--- config.mk ---
export PLATFORM = sky130hd
export DESIGN_NAME = edge_pulse_debouncer
export DESIGN_NICKNAME = d
export VERILOG_FILES = /design/src/rtl/edge_pulse_debouncer_pkg.sv /design/src/rtl/sync_2ff.sv /design/src/rtl/edge_pulse_debouncer.sv
export SDC_FILE = /design/constraint.sdc
export NUM_CORES = 1
export LEC_CHECK = 0
export ABC_AREA = 1
export CORE_AREA = 2 2 39 41
export DETAILED_ROUTE_END_ITERATION = 10
export DIE_AREA = 0 0 41 43
export SETUP_SLACK_MARGIN = 0.1
export SLEW_MARGIN = 5
export SYNTH_ARGS = -nofsm -noshare
export SYNTH_HDL_FRONTEND = slang
export SYNTH_HIERARCHICAL = 1
export SYNTH_SLANG_ARGS = --single-unit
--- constraint.sdc ---
create_clock -name clk -period 1.15 [get_ports clk]
set_input_delay 0.23 -clock clk [delete_from_list [all_inputs] [get_ports clk]]
set_output_delay 0.23 -clock clk [all_outputs]
set_load 0.01 [all_outputs]
--- src/rtl/edge_pulse_debouncer_pkg.sv ---
// Shared types and defaults for the button conditioning stage.
// Reused by the counter-stage integration bench.
package edge_pulse_debouncer_pkg;

  typedef enum logic [1:0] {
    IDLE_LOW  = 2'd0,
    WAIT_HIGH = 2'd1,
    IDLE_HIGH = 2'd2,
    WAIT_LOW  = 2'd3
  } db_state_t;

  localparam int DEFAULT_DEBOUNCE_CYCLES = 10;
  localparam int DEFAULT_CNT_W           = 4;

endpackage

--- src/rtl/sync_2ff.sv ---
// Two-flop synchroniser for a single asynchronous level.
// Synchronous active-high reset clears both stages.
module sync_2ff (
  input  logic clk,
  input  logic reset,
  input  logic d,
  output logic q
);

  logic meta;

  // first stage may go metastable; second stage gives it a cycle to settle
  always_ff @(posedge clk) begin
    if (reset) begin
      meta <= 1'b0;
      q    <= 1'b0;
    end else begin
      meta <= d;
      q    <= meta;
    end
  end

endmodule

--- src/rtl/edge_pulse_debouncer.sv ---
// Synchronise, debounce and edge-detect a bouncy button level.
// rise_pulse is the one-cycle count enable for the decade counter.
module edge_pulse_debouncer
  import edge_pulse_debouncer_pkg::*;
#(
  parameter int DEBOUNCE_CYCLES = DEFAULT_DEBOUNCE_CYCLES,
  parameter int CNT_W           = DEFAULT_CNT_W
) (
  input  logic clk,
  input  logic reset,
  input  logic btn_in,
  output logic level,
  output logic rise_pulse,
  output logic fall_pulse
);

  localparam logic [CNT_W-1:0] CNT_MAX = CNT_W'(DEBOUNCE_CYCLES);
  localparam logic [CNT_W-1:0] CNT_ONE = CNT_W'(1);

  logic             samp;
  db_state_t        state;
  db_state_t        state_nxt;
  logic [CNT_W-1:0] cnt;
  logic [CNT_W-1:0] cnt_nxt;
  logic             level_nxt;
  logic             rise_nxt;
  logic             fall_nxt;

  sync_2ff u_sync (
    .clk   (clk),
    .reset (reset),
    .d     (btn_in),
    .q     (samp)
  );

  // state, stability counter and registered outputs
  always_ff @(posedge clk) begin
    if (reset) begin
      state      <= IDLE_LOW;
      cnt        <= '0;
      level      <= 1'b0;
      rise_pulse <= 1'b0;
      fall_pulse <= 1'b0;
    end else begin
      state      <= state_nxt;
      cnt        <= cnt_nxt;
      level      <= level_nxt;
      rise_pulse <= rise_nxt;
      fall_pulse <= fall_nxt;
    end
  end

  // next-state: any return to the old level drops all accumulated credit
  always_comb begin
    state_nxt = state;
    cnt_nxt   = '0;
    level_nxt = level;
    rise_nxt  = 1'b0;
    fall_nxt  = 1'b0;
    unique case (state)
      IDLE_LOW: begin
        if (samp) begin
          state_nxt = WAIT_HIGH;
          cnt_nxt   = CNT_ONE;
        end
      end
      WAIT_HIGH: begin
        if (!samp) begin
          state_nxt = IDLE_LOW;
        end else if (cnt == CNT_MAX) begin
          state_nxt = IDLE_HIGH;
          level_nxt = 1'b1;
          rise_nxt  = 1'b1;
        end else begin
          cnt_nxt = cnt + CNT_ONE;
        end
      end
      IDLE_HIGH: begin
        if (!samp) begin
          state_nxt = WAIT_LOW;
          cnt_nxt   = CNT_ONE;
        end
      end
      WAIT_LOW: begin
        if (samp) begin
          state_nxt = IDLE_HIGH;
        end else if (cnt == CNT_MAX) begin
          state_nxt = IDLE_LOW;
          level_nxt = 1'b0;
          fall_nxt  = 1'b1;
        end else begin
          cnt_nxt = cnt + CNT_ONE;
        end
      end
      default: begin
        state_nxt = IDLE_LOW;
        level_nxt = 1'b0;
      end
    endcase
  end

endmodule
==> flow_summary.yaml <==
outcome:
  outcome: "completed"
sta:
  setup_slack_ps: 156
  timing.final.max_slew_violations: 0
  min_period_ps: 994
  fin_skew_ps: 0.667
  final_hold_viol_count: 0
  fin_crit_sh_pct: 86.4
  rsz0062_at_grt: "yes"
  holdWs_ps: 405
  relSlewSlack_pct: 85.3
  max_freq_mhz: 1010
  tightest_slew_ps: 221
  setup_viol: 0
  final.setup.tns_ps: 0
hold_path:
  hp-class: "flip-flop to flip-flop"
floorplan:
  fp-row-count: 14
  die_area_um2: 1760
  dieWidth_um: 41
  start_util_pct: 32.5
  core_um2: 1380
  die_h_um: 43
  ios: 6
grt:
  grt_pass1_wl_mm: 1.39
  grt_max_degree: 7
  grt_antenna_before_repair: 0
  track_usage_pct: 12.6
  overflow: 0
  grt_pass1_vias: 378
final_layout:
  final_cell_mix: "9 x dfxtp_1, 8 x inv_1, 8 x nor2_1, 7 x nand2_1"
  layout_commonest_cell: "dfxtp_1"
  layout.nets: 75
  drive_gt1_share_pct: 33.3
  instances_no_fill: 85
  diodes: 0
  post-route-util_pct: 43.2
  syn_to_final_growth_pct: 33.1
clock_tree:
  postCtsSetupBuffers: 0
  numCtsBuffers: 3
  cts_max_level: 1
  numClockSinks: 11
  clk_root_buffer_cell: "clkbuf_4"
  tritoncts: "done"
  cts_max_path_buffers: 2
  postCtsHoldBufs: 0
  clk_latency_ps: 260
  path_clk_slew_ps: 60
worst_setup_path:
  crit_arrival_ps: 1150
  start_kind: "flip-flop"
  end_kind: "flip-flop"
  critPathRequiredTime_ps: 1310
  crit_type: "flip-flop to flip-flop"
  path_max_fanout: 3
yosys:
  synth_fp_nets: 62
  ys_types: 15
  syn_area_um2: 449
  synth_cells: 57
  yosysWarningCount: 6
  ys_ff_latch: 11
  seq_area_frac_synth_pct: 49.0
  syn-mean-instance-area_um2: 7.88
run:
  drv_cap: 0
detailed_routing:
  drc: 0
  vias: 366
  first_pass_iters: 4
  drt_iter0_drc: 4
  via_per_inst: 4.31
  wl_per_cell_um: 9.75
  drt-total-wl_um: 829
  drtAntennaViolNets: 0
placement:
  io_buffers: 5
  gp_congestion: 0.701
  dp_hpwl_um: 570
  placed_cells: 81
  dp_slack_ps: -64.0
pwr:
  ir_drop_mv: 0.386
  p_leak_nw: 0.259
  power.density_nw_per_um2: 1180
-- sequential cells by signal, indices dropped and copies added (netlist names), named ones only --
register	count
state	1
u_sync/meta	1
level	1
cnt	4
rise_pulse	1
fall_pulse	1
u_sync/q	1
-- layer usage --
| layer | vias up | global-route usage, % | wire length (um) |
|---|---|---|---|
| met4 | 0 | 10.0 | 9 |
| met5 | - | 0 | 0 |
| met2 | 5 | 19.7 | 438 |
| li1 | 196 | - | - |
| met3 | 2 | 4.71 | 25 |
| met1 | 163 | 12.3 | 356 |
-- report_power, final --
part           total [W]  switching, W  internal, W
clock           0.000251      0.000117     0.000134
sequential      0.000398    0.00000819     0.000390
combinational  0.0000551     0.0000291    0.0000260
-- worst paths after layout --
kind	start	to	slack (ps)	depth (start not counted)
worst max register to register	cnt[1]	level	160	6
worst max-delay path	cnt[1]	level	160	6
worst min register to register	u_sync/meta	u_sync/q	410	2
worst min-delay path	u_sync/meta	u_sync/q	410	2
-- cell usage after synthesis --
master,n,area [um^2]
nand2_1,8,30.0
nand3_1,2,10.0
nand2_2,1,6.26
xor2_1,1,8.76
nor2_2,1,6.26
a21oi_1,4,20.0
nor2_1,10,37.5
ha_1,2,25.0
inv_2,3,11.3
dfxtp_1,11,220
nand4_1,1,6.26
xnor2_1,1,8.76
inv_1,9,33.8
nand3_2,2,20.0
nor3_1,1,5.00
-- worst max-delay path, cell delays in order (launching register included) --
cell and delay [ps]:
dfxtp_2 370, ha_4 160, nand3_4 80, nor2_4 130
nand2_2 50, nand2_1 60, nor2_1 40
-- stage by stage --
step	power [W]	cell area, um^2
floorplan	0.000433	449
global placement	0.000455	542
detailed placement	0.000456	542
CTS	0.000716	579
global route	0.000748	598
finish	0.000705	598
-- area by class of cell --
type                            instances  area [um^2]
Fill cell                             142          786
Timing Repair Buffer                    8         57.6
Sequential cell                        11          223
Inverter                               12         45.0
Multi-Input combinational cell         34          226
Clock buffer                            4         26.3
Tap cell                               16         20.0
-- logic make-up (layout without fill, tap and decap cells) --
logic type	count (synthesis)	in the layout	share of synthesized area, %
and+or+nand+nor	26	26	27.0
adders and majority gates	2	2	5.57
buffers and inverters	12	24	10.0
xor gates and xnor gates	2	2	3.90
DFF	11	11	49.0
AOI/OAI and AO/OA	4	4	4.46
-- repair_timing --
action                                  in CTS  in global routing
gates cloned                                 0                  0
endpoints found under the setup margin       8                 11
pin swaps                                    0                  6
resized for setup                           10                 11
Power figures use the tool's default switching activity.
